$ cat src/rtl/pipeline_mem_responder.sv
// Arbitrates level-held imem/dmem requests onto one single-ported memory, one access outstanding.
// Latency: grant in IDLE, mem_* next cycle, *_resp pulse the cycle after mem_resp (min 2 cycles).
// Backpressure: requesters hold until *_resp; the losing side simply waits in IDLE arbitration.
module pipeline_mem_responder #(
    parameter int ADDR_WIDTH = 32,
    parameter int DATA_WIDTH = 32,
    parameter bit DMEM_PRIO  = 1'b1
) (
    input  logic                    clk,
    input  logic                    rst_n,
    input  logic                    imem_read,
    input  logic [ADDR_WIDTH-1:0]   imem_address,
    output logic [DATA_WIDTH-1:0]   imem_rdata,
    output logic                    imem_resp,
    input  logic                    dmem_read,
    input  logic                    dmem_write,
    input  logic [ADDR_WIDTH-1:0]   dmem_address,
    input  logic [DATA_WIDTH/8-1:0] dmem_wmask,
    input  logic [DATA_WIDTH-1:0]   dmem_wdata,
    output logic [DATA_WIDTH-1:0]   dmem_rdata,
    output logic                    dmem_resp,
    output logic                    mem_read,
    output logic                    mem_write,
    output logic [ADDR_WIDTH-1:0]   mem_address,
    output logic [DATA_WIDTH/8-1:0] mem_wmask,
    output logic [DATA_WIDTH-1:0]   mem_wdata,
    input  logic [DATA_WIDTH-1:0]   mem_rdata,
    input  logic                    mem_resp
);

    localparam int MW = DATA_WIDTH / 8;

    typedef enum logic [1:0] {IDLE, BUSY_I, BUSY_D, RESP} state_t;

    state_t                  state, state_nxt;
    logic [ADDR_WIDTH-1:0]   lat_addr;
    logic [MW-1:0]           lat_mask;
    logic [DATA_WIDTH-1:0]   lat_wdata;
    logic                    lat_write;
    logic                    served_d;
    logic                    last_d;
    logic                    drop;
    logic                    imem_req;
    logic                    dmem_req;
    logic                    grant_d;
    logic                    busy;

    assign imem_req = imem_read;
    assign dmem_req = dmem_read | dmem_write;

    // Without priority, a tie goes to whichever side did not win last time.
    always_comb begin
        grant_d = 1'b0;
        if (dmem_req && !imem_req)
            grant_d = 1'b1;
        else if (dmem_req && imem_req)
            grant_d = DMEM_PRIO ? 1'b1 : !last_d;
    end

    always_ff @(posedge clk or negedge rst_n) begin
        if (!rst_n)
            state <= IDLE;
        else
            state <= state_nxt;
    end

    always_comb begin
        state_nxt = state;
        case (state)
            IDLE:   if (imem_req || dmem_req) state_nxt = grant_d ? BUSY_D : BUSY_I;
            BUSY_I: if (mem_resp) state_nxt = RESP;
            BUSY_D: if (mem_resp) state_nxt = RESP;
            RESP:   state_nxt = IDLE;
            default: state_nxt = IDLE;
        endcase
    end

    always_comb begin
        busy      = (state == BUSY_I) || (state == BUSY_D);
        mem_read  = busy && !lat_write;
        mem_write = busy && lat_write;
        imem_resp = (state == RESP) && !served_d && !drop;
        dmem_resp = (state == RESP) && served_d && !drop;
    end

    assign mem_address = lat_addr;
    assign mem_wmask   = lat_mask;
    assign mem_wdata   = lat_wdata;

    // Memory is driven only from these latches, so requesters may change inputs while busy.
    always_ff @(posedge clk or negedge rst_n) begin
        if (!rst_n) begin
            lat_addr   <= '0;
            lat_mask   <= '0;
            lat_wdata  <= '0;
            lat_write  <= 1'b0;
            served_d   <= 1'b0;
            last_d     <= 1'b1;
            drop       <= 1'b0;
            imem_rdata <= '0;
            dmem_rdata <= '0;
        end else begin
            if (state == IDLE && (imem_req || dmem_req)) begin
                lat_addr  <= grant_d ? dmem_address : imem_address;
                lat_write <= grant_d && dmem_write;
                lat_mask  <= (grant_d && dmem_write) ? dmem_wmask : '0;
                lat_wdata <= (grant_d && dmem_write) ? dmem_wdata : '0;
                served_d  <= grant_d;
                last_d    <= grant_d;
                drop      <= 1'b0;
            end
            // A flushed requester still lets the access finish; only its pulse is suppressed.
            if ((state == BUSY_I && !imem_req) || (state == BUSY_D && !dmem_req))
                drop <= 1'b1;
            if (busy && mem_resp && !lat_write) begin
                if (served_d)
                    dmem_rdata <= mem_rdata;
                else
                    imem_rdata <= mem_rdata;
            end
        end
    end

endmodule

$ cat config.mk
export PLATFORM = sky130hd
export DESIGN_NAME = pipeline_mem_responder
export DESIGN_NICKNAME = d
export VERILOG_FILES = /design/src/rtl/pipeline_mem_responder.sv
export SDC_FILE = /design/constraint.sdc
export NUM_CORES = 1
export LEC_CHECK = 0
export ABC_AREA = 1
export CORE_UTILIZATION = 37
export CTS_CLUSTER_SIZE = 30
export DETAILED_ROUTE_END_ITERATION = 16
export PLACE_DENSITY = 0.76
export SLEW_MARGIN = 20
export SYNTH_ARGS = -nofsm -noshare
export SYNTH_HDL_FRONTEND = slang
export SYNTH_SLANG_ARGS = --single-unit
$ cat constraint.sdc
create_clock -name clk -period 1.5 [get_ports clk]
set_input_delay 0.3 -clock clk [delete_from_list [all_inputs] [get_ports clk]]
set_output_delay 0.3 -clock clk [all_outputs]
set_load 0.05 [all_outputs]
==> impl_metrics.toml <==
[global_route]
grt_pass1_wl_microns = 29640
grt_max_degree = 53
number_of_antenna_violations_at_the_first_check_in_global_routing = 0
grt_util_all_layers_pct = 23.76
vias_in_the_first_global_route = 5859
overflow = 0

[sta]
final_min_period_over_clock_period_pct = 118.0
finalHoldViolations = 0
slew_at_the_pin_with_the_worst_max_slew_slack_ns = 0.3294
fin_worst_skew_ns = 0.008557
final_total_negative_setup_slack_ns = -7.126
postLayoutSetupSlackWorst_ns = -0.2705
slew-limit-headroom_pct = 78.04
achievable-frequency_mhz = 564.8
finalWorstPathRequiredPeriod_ns = 1.770
finalSetupViolations = 68
grt_setup_unrepaired = "true"
maxSlewViolCount = 0

[layout]
insertedDiodeCount = 0
filler_cell_count = 996
synthToLayoutAreaGrowth_pct = 95.26
final_cells = 1200
drive_above_1_share_pct = 25.48
layout.nets = 1119
design_area_sq_um = 11300

[floorplanning]
fp.dieH_microns = 127.0
die-width_microns = 127.0
row_count = 45
floorplan_die_area_sq_um = 16140
core_sq_um = 15260
initial_core_util_pct = 37.92
pin_count = 274

[synth]
netlist_area_sq_um = 5786
synth_sequential_area_ratio_pct = 59.26
postSynthRegisterBits = 137
post_synth_inst_count = 684
syn-mean-instance-area_sq_um = 8.458
yosys.area.top_type = "sky130_fd_sc_hd__dfrtp_1"
synth_area_leaders = "sky130_fd_sc_hd__dfrtp_1, sky130_fd_sc_hd__nand2_1, sky130_fd_sc_hd__o21ai_0"
mappedNetlistNets = 827
synthDominantCellAreaShare_pct = 59.26
synth_cell_type_count = 19
synth-warning-count = 0

[placed_design]
place_worst_setup_slack_ns = -0.1896
gp_congestion = 0.7953
dp_hpwl_microns = 13190
buffer_ports.inserted = 273
placement.cell_area_sq_um = 10290
dpl.cell_count = 1157

[clocking]
cts_made_buffers = 17
cts_num_sinks = 137
worstSkewPairLatency_ns = 0.42
clk_pin_slew_ns = 0.06
clock_tree.buffer_depth = 2
clock-root-buffer = "sky130_fd_sc_hd__clkbuf_16"
cts-htree-levels = 4
cts_tree = "done"

[worst_setup_path]
crit_required_ns = 1.20
setup.worst_path.start = "state[0]"
worst-r2r-setup-slack_ns = -0.19
critPathLaunchType = "flop"
r2r_end = "dmem_rdata[13]"
cp_max_fo = 3
worst_r2r_startpoint = "state[0]"
buffering_stage_count_on_the_worst_path_with_inverters_included = 4
timing.critical_path.depth = 6
cpLargestDelayFamily = "flip-flops"
critical_path.cell_chain = "inv_2 -> ha_4 -> buf_6 -> inv_4 -> nor2_4 -> buf_12"
critPathMaxStageDelay_ns = 0.36
cp-end-kind = "primary output"
slowest_stage = "sky130_fd_sc_hd__dfrtp_1"
crit_end = "mem_read"
worst_r2r_path_depth = 9
setup.worst_path.class = "reg2out"
worstPathArrival_ns = 1.47

[run]
drv_cap = 0

[outcome]
outcome = "complete, but fails checks"
violations = "negative setup slack"

[routing]
num_vias = 5753
ant_nets = 0
dr.pass1.iters = 4
finalWirelength_microns = 19190
routed_wire_length_per_instance_microns = 15.99
via_per_inst = 4.794
drcViolationCount = 0
drt_first_iter_violations = 298

[hold_path]
hold_class = "in2async"

[power_and_ir_drop]
leakage_uw = 0.005376
ir_worst_vdd_v = 0.001102
power.density_nw_per_um2 = 2574
==> state kept, by name, summed over array words and instances, names as in the netlist <==
name	flops
mem_address	32
dmem_rdata	32
imem_rdata	32
drop	1
served_d	1
mem_wmask	4
lat_write	1
mem_wdata	32
state	2
==> Yosys cell counts (all sizes together) <==
cell    instances
clkbuf         23
or2             1
nor2            3
nor3            2
nand2         317
dfrtp         137
ha              5
nand3           3
a22oi           1
buf            17
inv            41
o21ai         134
==> kinds of logic (layout without fill, tap and decap cells) <==
kind of cell,after synthesis,count (layout),synth area share [%]
buf+inv,81,386,6.098
fa+ha+maj,5,5,1.081
flops,137,137,59.26
compound gates,135,135,11.72
simple gates,326,326,21.84
==> per-stage QoR <==
stage | utilization, % | hold slack (ns) | total power, uW
2_1_floorplan | - | 0.004409 | 14320
3_3_place_gp | 67.45 | 0.2067 | 23130
3_5_place_dp | 67.45 | 0.2122 | 23460
4_1_cts | 72.01 | 0.3432 | 28390
5_1_grt | 74.04 | 0.3877 | 30370
6_report | 74.04 | 0.3596 | 29080
==> final cells by class <==
| class | instances | area, sq um | share of cell area (%) |
|---|---|---|---|
| well taps | 211 | 264.0 | 2.337 |
| inverters | 41 | 156.4 | 1.384 |
| multi-input cells | 466 | 2171 | 19.22 |
| clock buffers | 23 | 488.0 | 4.319 |
| flip-flops and latches | 137 | 3430 | 30.36 |
| clock inverters | 9 | 182.7 | 1.617 |
| repair buffers | 313 | 4606 | 40.77 |
==> metal layers <==
metal  GRT usage [%]  vias up  part of all wire, %
met1           27.95     2721                   39
li1                -     2737                    -
met4           13.10        0                  4.1
met2           38.95      242                   50
met3           7.328       53                  7.4
met5               0        -                    0
==> cell usage in the layout (no fill, tap or decap), drive strengths merged, types with 2 or more instances in the layout <==
| cell | n |
|---|---|
| clkbuf | 27 |
| nor2 | 3 |
| o21ai | 134 |
| nor3 | 2 |
| buf | 173 |
| inv | 43 |
| ha | 5 |
| bufinv | 5 |
| nand3 | 3 |
| clkdlybuf4s50 | 135 |
| dfrtp | 137 |
| clkinvlp | 2 |
| nand2 | 317 |
==> how the worst min path moves through the flow <==
stage / startpoint / endpoint / slack (ns) / depth (start not counted)
finish: rst_n / imem_rdata[0] / 0.36 / 2
detailed placement: rst_n / imem_rdata[29] / 0.21 / 1
CTS: rst_n / imem_rdata[29] / 0.34 / 2
floorplan: rst_n / dmem_rdata[0] / 0.004 / 0
global route: rst_n / imem_rdata[29] / 0.39 / 2
global placement: rst_n / imem_rdata[29] / 0.21 / 1
==> where the power goes <==
part	total (uW)	internal (uW)	switching [uW]
registers	7150	5320	1830
clock network	4740	3140	1600
logic	17200	8040	9150
total	29100	16500	12600
==> what timing repair did <==
item	4_1_cts	5_1_grt
pin swaps	2	2
buffers inserted	0	3
endpoints found under the hold margin	28	0
endpoints found under the setup margin	21	68
cloned	0	7
hold buffers	1	0
resized for setup	7	75
No activity file was read; power rests on OpenSTA's default activity.
